--- config.mk ---
export PLATFORM = sky130hd
export DESIGN_NAME = fb_write_stage_flat
export DESIGN_NICKNAME = d
export VERILOG_FILES = /design/src/rtl/fb_pkg.sv /design/src/rtl/fb_write_stage_if.sv /design/src/rtl/fb_write_stage_pix_fifo.sv /design/src/rtl/fb_write_stage.sv /design/src/flat_wrapper.sv
export SDC_FILE = /design/constraint.sdc
export NUM_CORES = 1
export LEC_CHECK = 0
export BUFFER_PORTS_ARGS = -buffer_cell sky130_fd_sc_hd__clkbuf_2
export CAP_MARGIN = 40
export CORE_MARGIN = 3
export CORE_UTILIZATION = 54
export DETAILED_ROUTE_END_ITERATION = 7
export PLACE_DENSITY = 0.75
export REMOVE_ABC_BUFFERS = 1
export SLEW_MARGIN = 20
export SYNTH_ARGS = -nofsm -noshare
export SYNTH_HDL_FRONTEND = slang
export SYNTH_SLANG_ARGS = --single-unit
--- constraint.sdc ---
create_clock -name clk -period 3.3 [get_ports clk]
set_clock_uncertainty 0.1 [all_clocks]
set_input_delay 0.99 -clock clk [delete_from_list [all_inputs] [get_ports clk]]
set_output_delay 0.99 -clock clk [all_outputs]
set_load 0.005 [all_outputs]
--- src/rtl/fb_pkg.sv ---
// Shared types and default geometry for the framebuffer write stage.
package fb_pkg;

  localparam int DEFAULT_H_RES      = 640;
  localparam int DEFAULT_V_RES      = 480;
  localparam int DEFAULT_FIFO_DEPTH = 8;
  // Address width must cover H_RES*V_RES of the chosen geometry.
  localparam int ADDR_W             = 19;

  typedef struct packed {
    logic              white;
    logic [ADDR_W-1:0] addr;
  } pix_t;

  typedef enum logic [1:0] {
    RUN   = 2'd0,
    DRAIN = 2'd1,
    SWAP  = 2'd2
  } swap_state_t;

endpackage

--- src/rtl/fb_write_stage_if.sv ---
// Pixel-in / framebuffer-out bundle of fb_write_stage; FB_STATS_EN adds the counter outputs.
interface fb_write_stage_if;
  import fb_pkg::*;

  // Both sides are valid/ready: a pixel moves when in_valid && in_ready, a write
  // completes when mem_we && mem_ready; mem_addr/mem_data hold while mem_we && !mem_ready.
  logic               in_valid;
  logic signed [10:0] in_x;
  logic signed [10:0] in_y;
  logic               in_white;
  logic               in_ready;
  logic               mem_we;
  logic [ADDR_W-1:0]  mem_addr;
  logic               mem_data;
  logic               mem_bank;
  logic               mem_ready;
  logic               disp_bank;
  logic               swap_pulse;
`ifdef FB_STATS_EN
  logic [15:0]        clip_count;
  logic [15:0]        write_count;
  logic [15:0]        last_clip;
  logic [15:0]        last_write;

  modport master (
    output in_valid, in_x, in_y, in_white, mem_ready,
    input  in_ready, mem_we, mem_addr, mem_data, mem_bank, disp_bank, swap_pulse,
    input  clip_count, write_count, last_clip, last_write
  );
  modport slave (
    input  in_valid, in_x, in_y, in_white, mem_ready,
    output in_ready, mem_we, mem_addr, mem_data, mem_bank, disp_bank, swap_pulse,
    output clip_count, write_count, last_clip, last_write
  );
`else
  modport master (
    output in_valid, in_x, in_y, in_white, mem_ready,
    input  in_ready, mem_we, mem_addr, mem_data, mem_bank, disp_bank, swap_pulse
  );
  modport slave (
    input  in_valid, in_x, in_y, in_white, mem_ready,
    output in_ready, mem_we, mem_addr, mem_data, mem_bank, disp_bank, swap_pulse
  );
`endif

endinterface

--- src/rtl/fb_write_stage_pix_fifo.sv ---
// Synchronous FIFO of pix_t with a combinational head; push and pop may coincide when full.
module pix_fifo
  import fb_pkg::*;
#(
  parameter int DEPTH = 8,
  localparam int AW   = $clog2(DEPTH)
) (
  input  logic        clk,
  input  logic        reset,
  input  logic        push,
  input  pix_t        push_data,
  input  logic        pop,
  output pix_t        head,
  output logic        full,
  output logic        empty,
  output logic [AW:0] count
);

  pix_t           mem [DEPTH];
  logic [AW-1:0]  wr_ptr;
  logic [AW-1:0]  rd_ptr;
  logic           do_push;
  logic           do_pop;

  assign empty   = (count == '0);
  assign full    = (count == (AW+1)'(DEPTH));
  assign do_pop  = pop && !empty;
  // A full FIFO still takes a push when the head leaves in the same cycle.
  assign do_push = push && (!full || do_pop);
  assign head    = mem[rd_ptr];

  always_ff @(posedge clk) begin
    if (reset) begin
      wr_ptr <= '0;
      rd_ptr <= '0;
      count  <= '0;
    end else begin
      if (do_push) wr_ptr <= wr_ptr + 1'b1;
      if (do_pop)  rd_ptr <= rd_ptr + 1'b1;
      count <= count + (AW+1)'(do_push) - (AW+1)'(do_pop);
    end
  end

  always_ff @(posedge clk) begin
    if (do_push) mem[wr_ptr] <= push_data;
  end

endmodule

--- src/rtl/fb_write_stage.sv ---
// Clips the pixel stream, linearises addresses, queues writes and swaps framebuffer banks on frame_clk.
// Optional macro FB_STATS_EN adds clip/write counters and their per-frame snapshots.
module fb_write_stage
  import fb_pkg::*;
#(
  parameter int H_RES      = DEFAULT_H_RES,
  parameter int V_RES      = DEFAULT_V_RES,
  parameter int FIFO_DEPTH = DEFAULT_FIFO_DEPTH
) (
  input  logic                  clk,
  input  logic                  reset,
  input  logic                  frame_clk,
  fb_write_stage_if.slave       bus,
  output swap_state_t           state_dbg
);

  localparam int CNT_W = $clog2(FIFO_DEPTH) + 1;
  localparam int INF_W = $clog2(FIFO_DEPTH) + 2;
  localparam logic signed [10:0] X_LIM = 11'(H_RES);
  localparam logic signed [10:0] Y_LIM = 11'(V_RES);

  swap_state_t        state;
  swap_state_t        state_nxt;
  logic               bank_toggle;
  logic               draw_bank;
  logic               last_frame_clk;
  logic               frame_rise;
  logic               swap_pending;
  logic               pipe_empty;

  logic               accept;
  logic               in_range;
  logic               s1_valid;
  logic               s1_white;
  logic [10:0]        s1_x;
  logic [10:0]        s1_y;
  logic [ADDR_W-1:0]  addr_calc;
  logic               s2_valid;
  pix_t               s2_pix;

  pix_t               fifo_head;
  logic               fifo_full;
  logic               fifo_empty;
  logic               fifo_pop;
  logic [CNT_W-1:0]   fifo_count;
  logic [INF_W-1:0]   inflight;

  // Input side: every occupied slot downstream of the port reserves a FIFO entry.
  assign inflight     = INF_W'(fifo_count) + INF_W'(s1_valid) + INF_W'(s2_valid);
  assign swap_pending = (state != RUN);
  assign bus.in_ready = !reset && !swap_pending && !fifo_full &&
                        (inflight < INF_W'(FIFO_DEPTH));
  assign accept       = bus.in_valid && bus.in_ready;
  assign in_range     = !bus.in_x[10] && (bus.in_x < X_LIM) &&
                        !bus.in_y[10] && (bus.in_y < Y_LIM);

  generate
    if (H_RES == 640) begin : g_addr_shift
      assign addr_calc = (ADDR_W'(s1_y) << 9) + (ADDR_W'(s1_y) << 7) + ADDR_W'(s1_x);
    end else begin : g_addr_mul
      assign addr_calc = ADDR_W'(s1_y) * ADDR_W'(H_RES) + ADDR_W'(s1_x);
    end
  endgenerate

  always_ff @(posedge clk) begin
    if (reset) begin
      s1_valid <= 1'b0;
      s1_white <= 1'b0;
      s1_x     <= '0;
      s1_y     <= '0;
      s2_valid <= 1'b0;
      s2_pix   <= '0;
    end else begin
      s1_valid <= accept && in_range;
      if (accept) begin
        s1_x     <= bus.in_x;
        s1_y     <= bus.in_y;
        s1_white <= bus.in_white;
      end
      s2_valid     <= s1_valid;
      s2_pix.white <= s1_white;
      s2_pix.addr  <= addr_calc;
    end
  end

  pix_fifo #(
    .DEPTH (FIFO_DEPTH)
  ) u_fifo (
    .clk       (clk),
    .reset     (reset),
    .push      (s2_valid),
    .push_data (s2_pix),
    .pop       (fifo_pop),
    .head      (fifo_head),
    .full      (fifo_full),
    .empty     (fifo_empty),
    .count     (fifo_count)
  );

  // The FIFO head is the write port; it stays put until mem_ready takes it.
  assign fifo_pop       = !fifo_empty && bus.mem_ready;
  assign bus.mem_we     = !fifo_empty;
  assign bus.mem_addr   = fifo_empty ? '0 : fifo_head.addr;
  assign bus.mem_data   = !fifo_empty && fifo_head.white;
  assign bus.mem_bank   = draw_bank;
  assign bus.disp_bank  = !draw_bank;
  assign bus.swap_pulse = (state == SWAP);

  assign frame_rise = frame_clk && !last_frame_clk;
  assign pipe_empty = !s1_valid && !s2_valid && fifo_empty;
  assign state_dbg  = state;

  always_ff @(posedge clk) begin
    if (reset) begin
      state          <= RUN;
      draw_bank      <= 1'b0;
      last_frame_clk <= 1'b0;
    end else begin
      state          <= state_nxt;
      last_frame_clk <= frame_clk;
      if (bank_toggle) draw_bank <= !draw_bank;
    end
  end

  // Edges seen outside RUN are dropped, so one frame tick yields at most one swap.
  always_comb begin
    state_nxt   = state;
    bank_toggle = 1'b0;
    case (state)
      RUN:     if (frame_rise) state_nxt = DRAIN;
      DRAIN: begin
        if (pipe_empty) begin
          state_nxt   = SWAP;
          bank_toggle = 1'b1;
        end
      end
      SWAP:    state_nxt = RUN;
      default: state_nxt = RUN;
    endcase
  end

`ifdef FB_STATS_EN
  logic [15:0] clip_q;
  logic [15:0] write_q;
  logic [15:0] last_clip_q;
  logic [15:0] last_write_q;

  always_ff @(posedge clk) begin
    if (reset) begin
      clip_q       <= '0;
      write_q      <= '0;
      last_clip_q  <= '0;
      last_write_q <= '0;
    end else if (state == SWAP) begin
      last_clip_q  <= clip_q;
      last_write_q <= write_q;
      clip_q       <= '0;
      write_q      <= '0;
    end else begin
      if (accept && !in_range && clip_q != 16'hFFFF) clip_q <= clip_q + 16'd1;
      if (fifo_pop && write_q != 16'hFFFF)           write_q <= write_q + 16'd1;
    end
  end

  assign bus.clip_count  = clip_q;
  assign bus.write_count = write_q;
  assign bus.last_clip   = last_clip_q;
  assign bus.last_write  = last_write_q;
`endif

endmodule

--- src/flat_wrapper.sv ---
// flat-port wrapper written by rule: the top's interface ports become plain ports
module fb_write_stage_flat import fb_pkg::*;
#(
  parameter int H_RES      = DEFAULT_H_RES,
  parameter int V_RES      = DEFAULT_V_RES,
  parameter int FIFO_DEPTH = DEFAULT_FIFO_DEPTH
)
  (clk, reset, frame_clk, state_dbg, bus_in_valid, bus_in_x, bus_in_y, bus_in_white, bus_mem_ready, bus_in_ready, bus_mem_we, bus_mem_addr, bus_mem_data, bus_mem_bank, bus_disp_bank, bus_swap_pulse);
  fb_write_stage_if bus_i ();
  input  logic clk;
  input  logic reset;
  input  logic frame_clk;
  output swap_state_t state_dbg;
  input wire logic [$bits(bus_i.in_valid)-1:0] bus_in_valid;
  input wire logic [$bits(bus_i.in_x)-1:0] bus_in_x;
  input wire logic [$bits(bus_i.in_y)-1:0] bus_in_y;
  input wire logic [$bits(bus_i.in_white)-1:0] bus_in_white;
  input wire logic [$bits(bus_i.mem_ready)-1:0] bus_mem_ready;
  output wire logic [$bits(bus_i.in_ready)-1:0] bus_in_ready;
  output wire logic [$bits(bus_i.mem_we)-1:0] bus_mem_we;
  output wire logic [$bits(bus_i.mem_addr)-1:0] bus_mem_addr;
  output wire logic [$bits(bus_i.mem_data)-1:0] bus_mem_data;
  output wire logic [$bits(bus_i.mem_bank)-1:0] bus_mem_bank;
  output wire logic [$bits(bus_i.disp_bank)-1:0] bus_disp_bank;
  output wire logic [$bits(bus_i.swap_pulse)-1:0] bus_swap_pulse;
  assign bus_i.in_valid = bus_in_valid;
  assign bus_i.in_x = bus_in_x;
  assign bus_i.in_y = bus_in_y;
  assign bus_i.in_white = bus_in_white;
  assign bus_i.mem_ready = bus_mem_ready;
  assign bus_in_ready = bus_i.in_ready;
  assign bus_mem_we = bus_i.mem_we;
  assign bus_mem_addr = bus_i.mem_addr;
  assign bus_mem_data = bus_i.mem_data;
  assign bus_mem_bank = bus_i.mem_bank;
  assign bus_disp_bank = bus_i.disp_bank;
  assign bus_swap_pulse = bus_i.swap_pulse;
  fb_write_stage #(.H_RES(H_RES), .V_RES(V_RES), .FIFO_DEPTH(FIFO_DEPTH)) u_core (.clk(clk), .reset(reset), .frame_clk(frame_clk), .bus(bus_i), .state_dbg(state_dbg));
endmodule
### Word level (Yosys, flattened, before mapping)

Memory sizes are Yosys's and may differ from the RTL's. A register that Yosys moved wholly into a read port is not among the register bits.
Cells that the tools add are included.

| storage, ports and cells | value |
|---|---|
| register bits after elaboration | 59 |
| RAM bits | 160 |
| bits of input ports | 28 |
| output and inout bits | 27 |
| word-level logic and storage cells | 70 |
| memories kept | 1 |

| operators by class | value |
|---|---|
| add/subtract/negate cells | 8 |
| magnitude comparators | 3 |
| eq/ne operators | 5 |
| muxes and demuxes | 10 |
| reduce and logical (&&, ||, !) cells | 30 |

Memories:

| memory | words | width | rd ports | clocked after memory_dff | wr ports | line | RTL |
|---|---|---|---|---|---|---|---|
| u_core.u_fifo.mem | 8 | 20 | 1 | 1 | 1 | fb_write_stage_pix_fifo.sv:19 | `pix_t mem [DEPTH];` |

Operators with widths:

| operator | number |
|---|---|
| $add A19 B11 Y19 | 1 |
| $add A19 B18 Y19 | 1 |
| $mux W19 | 1 |
| $logic_and A1 B1 Y1 | 15 |
| $lt A11 B10 Y1 const B | 1 |
| $lt A11 B11 Y1 const B | 1 |
| $logic_not A1 Y1 | 10 |
| $add A3 B1 Y3 const B | 2 |
| $mux W3 | 2 |
| $add A4 B1 Y5 | 1 |
| $add A5 B1 Y5 | 1 |
| $lt A5 B4 Y1 const B | 1 |
| $add A4 B1 Y4 | 1 |
| $eq A4 B4 Y1 const B | 1 |
| $logic_not A4 Y1 | 1 |
| $mux W1 | 4 |
| $mux W2 | 2 |
| $ne A2 B1 Y1 const B | 2 |
| $pmux W2 S2 | 1 |
| $sub A4 B1 Y4 | 1 |
| $eq A2 B1 Y1 const B | 1 |
| $eq A2 B2 Y1 const B | 1 |
| $logic_not A2 Y1 | 1 |
| $reduce_and A2 Y1 | 1 |
| 2 further kinds | 2 |

### Logic depth before layout (Yosys ltp)

| logic depth | value |
|---|---|
| depth after elaboration | 8 |
| gate-level depth with buffers | 12 |
| depth with buffers taken out | 12 |

### Cells and area by module

From an unflattened synthesis, not the netlist that was laid out.

| unflattened totals | value |
|---|---|
| cells, all modules | 570 |
| area total of the unflattened synthesis | 9193.8 um2 |

Modules (own cells, without submodules):

| module | instances | cells each | area each (um2) | sequential area each (um2) |
|---|---|---|---|---|
| pix_fifo | 1 | 321 | 6767.7 | 5064.9 |
| fb_write_stage | 1 | 249 | 2426.1 | 980.9 |

### Least setup slack after synthesis

Ideal clock, no wire load.

| timing path | value |
|---|---|
| path type | input port to flip-flop |
| start point | input bus_mem_ready |
| end point | memory u_core.u_fifo.mem[0][0] (netlist bit), enable pin |
| setup time | 0.422 ns |
| arrival time | 2.997 ns |
| data required time | 2.778 ns |
| slack | -0.219 ns |
| stages | 4 |
| buffers on the path | 0 |
| path through | nand2b_1 > a21boi_0 > nand2b_1 > nor3_1 |

| on the way | value |
|---|---|
| longest elaborated chain between the ends | 6 |

Ends and longest elaborated chain:

| item | line | RTL |
|---|---|---|
| start, declared | flat_wrapper.sv:18 | `input wire logic [$bits(bus_i.mem_ready)-1:0] bus_mem_ready;` |
| $logic_and A1 B1 Y1 | fb_write_stage.sv:101 | `assign fifo_pop = !fifo_empty && bus.mem_ready;` |
| $logic_and A1 B1 Y1 | fb_write_stage_pix_fifo.sv:27 | `assign do_pop = pop && !empty;` |
| $logic_or A1 B1 Y1 | fb_write_stage_pix_fifo.sv:29 | `assign do_push = push && (!full \|\| do_pop);` |
| $logic_and A1 B1 Y1 | fb_write_stage_pix_fifo.sv:29 |  |
| $mux W1 | fb_write_stage_pix_fifo.sv:45 | `if (do_push) mem[wr_ptr] <= push_data;` |
| $mux W1 (implied by the code) | fb_write_stage_pix_fifo.sv:45 |  |
| end, declared | fb_write_stage_pix_fifo.sv:19 |  |

Every way passes these cells.

==> summary.md <==
| Metric | Value |
|---|---|
| Fraction of synthesis flops using an asynchronous set or reset pin | `0%` |
| Top Metal Used | `met4` |
| Area contributors post-synth | `edfxtp_1 (54%), dfxtp_1 (14%), mux4_2 (10%), ha_1 (4.2%), mux2i_1 (3.7%)` |
| CP max-delay cell | `mux4_2` |
| Setup crit start kind | `flip-flop` |
| P&R area growth vs syn | `16.5%` |
| CP cell instances | `buf_16, mux4_2, mux2i_1, nor2_1, clkbuf_2` |
| Max clock buf depth | `3` |
| Die ar. | `18100 um^2` |
| Max_cap viols | `0` |
| Synthesized instance count | `540` |
| Syn avg cell area | `16.5 um^2` |
| Maximum level of the CTS H-tree | `1` |
| DP HPWL | `9380 um` |
| Post-CTS Setup Bufs | `0` |
| Die Span X | `134 um` |
| Critical path type | `reg -> out` |
| Period utilization | `96.0%` |
| Min-Delay Startpoint | `u_core.s1_white` |
| Post-Syn Area | `8910 um^2` |
| Post-synth cell types | `44` |
| Yosys reg bits | `222` |
| Fmax | `316 MHz` |
| CTS buffer count | `23` |
| DR iter-0 viols | `297` |
| Routed wl met2 | `8500 um` |
| Row cnt | `46` |
| Clk sinks | `222` |
| Vias after detailed routing | `4733` |
| Slowest cell delay on critical path | `0.52 ns` |
| Wl on met1 | `6930 um` |
| Crit. End Element | `output pin` |
| Worst-path clk slew | `0.06 ns` |
| Worst relative slew slack | `53.0%` |
| CTS tree | `done` |
| Residual DRC | `0` |
| TritonRoute pass-1 iters | `5` |
| Min Hold Slack | `0.357 ns` |
| CP max FO | `20` |
| Final core occ | `64.9%` |
| Placer Congestion | `0.792` |
| Clk root buf | `clkbuf_16` |
| Area leader, netlist | `edfxtp_1` |
| WP buf/inv | `2` |
| Port Buffers | `54` |
| Slew @ Worst Pin | `0.704 ns` |
| Initial Util | `55.7%` |
| Hold Fails Final Rpt | `0` |
| Hold_buf cts | `0` |
| Status | `completed` |
| RSZ-0062 raised after global routing | `no` |
| Global-route wire length before repair | `26100 um` |
| Met3 wire length | `955 um` |
| Static leakage | `3.75 nW` |
| Primary FF master, synth | `edfxtp_1` |
| Antenna Nets Post-Route | `0` |
| Fin. max-slew vios | `0` |
| CP delay by family, top | `multiplexers` |
| N_diodes | `0` |
| Warnings, synthesis | `0` |
| Vias in the first global route | `4944` |
| Finish-stage setup viols | `0` |
| NumNets Final | `677` |
| Filler cell count | `1179` |
| Worst R2R Start | `u_core.u_fifo.count[3]` |
| GRT Util Overall | `18.5%` |
| Post-DR vias/cell | `5.58` |
| Initial antenna violation count | `0` |
| Final instance area | `10400 um^2` |
| Routed len/inst | `19.7 um` |
| IO Pins | `55` |
| Share of layout cells above drive strength 1 | `26.9%` |
| Crit path time final | `3.17 ns` |
| Die height | `134 um` |
| Data arrival, critical path | `2.08 ns` |
| Placeable core area | `16000 um^2` |
| Synth top area share | `53.9%` |
| Area occupied by multi-input gates | `2750 um^2` |
| Hold Path Class | `reg -> reg` |
| CP required | `2.21 ns` |
| Area of placed instances | `9540 um^2` |
| Remaining Overflow, GRT | `0` |
| Worst VDD drop | `0.000462 V` |
| Seq. cell area | `6050 um^2` |
| Worst skew pair latency | `0.51 ns` |
| Number of flops mapped to enable cells by yosys | `160` |
| Routed wire length | `16700 um` |
| Largest net degree at the start of global routing | `53` |
| Sequential share of the synthesized area | `67.9%` |
| Pwr/cell area | `737 nW/um^2` |
worst reg2reg max path, delay by kind of cell, from the launching register on:
family                     cells  cell delay [ns]
AOI/OAI and AO/OA              3             0.55
xor gates and xnor gates       1             0.14
adders and majority gates      3             0.66
buffers and inverters          2             0.22
DFF                            1             0.43
and+or+nand+nor                2             0.63
final cells by class:
| type | count | share of cell area, % |
|---|---|---|
| Inverter | 16 | 0.578 |
| Tap cell | 216 | 2.60 |
| Multi-Input combinational cell | 282 | 26.5 |
| Clock buffer | 30 | 6.40 |
| Clock inverter | 12 | 1.33 |
| Timing Repair Buffer | 70 | 4.36 |
| Sequential cell | 222 | 58.3 |
placed cells by master, fill, tap and decap left out, types with 12 or more instances in the layout:
cell type	count
nand2_1	14
mux4_2	40
clkbuf_2	55
inv_1	16
nor2_1	55
mux2i_1	33
ha_1	30
buf_4	12
nor2b_1	14
dfxtp_1	61
edfxtp_1	160
clkbuf_16	25
Yosys cell counts, drive strengths merged, types with 3 or more instances:
library cell / instances
mux2: 9
a211oi: 3
dfxtp: 62
ha: 30
inv: 16
clkbuf: 11
a21o: 3
nand2b: 9
mux2i: 33
nor2b: 14
xor2: 10
o31ai: 4
edfxtp: 160
nand2: 14
o21ai: 8
nor2: 61
fa: 4
mux4: 40
a21oi: 12
nor3b: 3
nor3: 3
buf: 9
final timing paths:
check,to,slack (ns),cells after the start
worst max register to register,u_core.u_fifo.count[3],0.42,11
worst min register to register,u_core.s2_pix[19],0.36,1
worst max-delay path,bus_mem_addr[8],0.13,5
worst min-delay path,u_core.s2_pix[19],0.36,1
where the power goes:
| part | total, mW | internal (mW) | switching, mW | leakage, nW |
|---|---|---|---|---|
| Sequential | 3.32 | 3.16 | 0.156 | 1.98 |
| Combinational | 1.67 | 0.844 | 0.825 | 1.38 |
| Clock | 2.66 | 1.65 | 1.01 | 0.397 |
registers in the layout (all words and copies together), names as in the netlist, 2 cells and up, named ones only:
| name | flops |
|---|---|
| u_core.u_fifo.wr_ptr | 3 |
| u_core.u_fifo.count | 4 |
| u_core.u_fifo.rd_ptr | 3 |
| u_core.s1_y | 11 |
| u_core.s1_x | 11 |
| u_core.u_fifo.mem | 160 |
| u_core.s2_pix | 20 |
| u_core.state_dbg | 2 |
metal layers:
layer  track usage (%)  vias up
met5                 0        -
met4              3.73        0
met3              3.09       24
met2              32.3      139
met1              24.9     2377
li1                  -     2193
kinds of logic (layout without fill, tap and decap cells):
| logic type | after synthesis | in the layout | share of synthesized area [%] |
|---|---|---|---|
| flip-flops | 222 | 222 | 67.9 |
| AND/OR/NAND/NOR | 115 | 115 | 6.19 |
| multiplexers | 82 | 82 | 15.0 |
| AO/OA/AOI/OAI | 39 | 39 | 2.96 |
| buffers and inverters | 36 | 128 | 1.74 |
| adder cells (fa/ha/maj) | 34 | 34 | 5.11 |
| XOR/XNOR | 12 | 12 | 1.18 |
metrics by stage:
stage | total power [mW] | instances | setup TNS, ns | setup WS, ns
4_1_cts | 7.68 | 847 | 0 | 0.0188
3_3_place_gp | 4.95 | 805 | 0 | 0.271
3_5_place_dp | 5.00 | 805 | 0 | 0.185
6_report | 7.65 | 848 | 0 | 0.133
5_1_grt | 8.01 | 848 | 0 | 0.0120
2_1_floorplan | 4.42 | 520 | -16.93 | -0.395
timing repair:
action                                  in CTS  in global routing
endpoints found under the setup margin       1                  5
cloned                                       0                  1
gates resized for setup                      1                  4
Power figures use the tool's default switching activity.
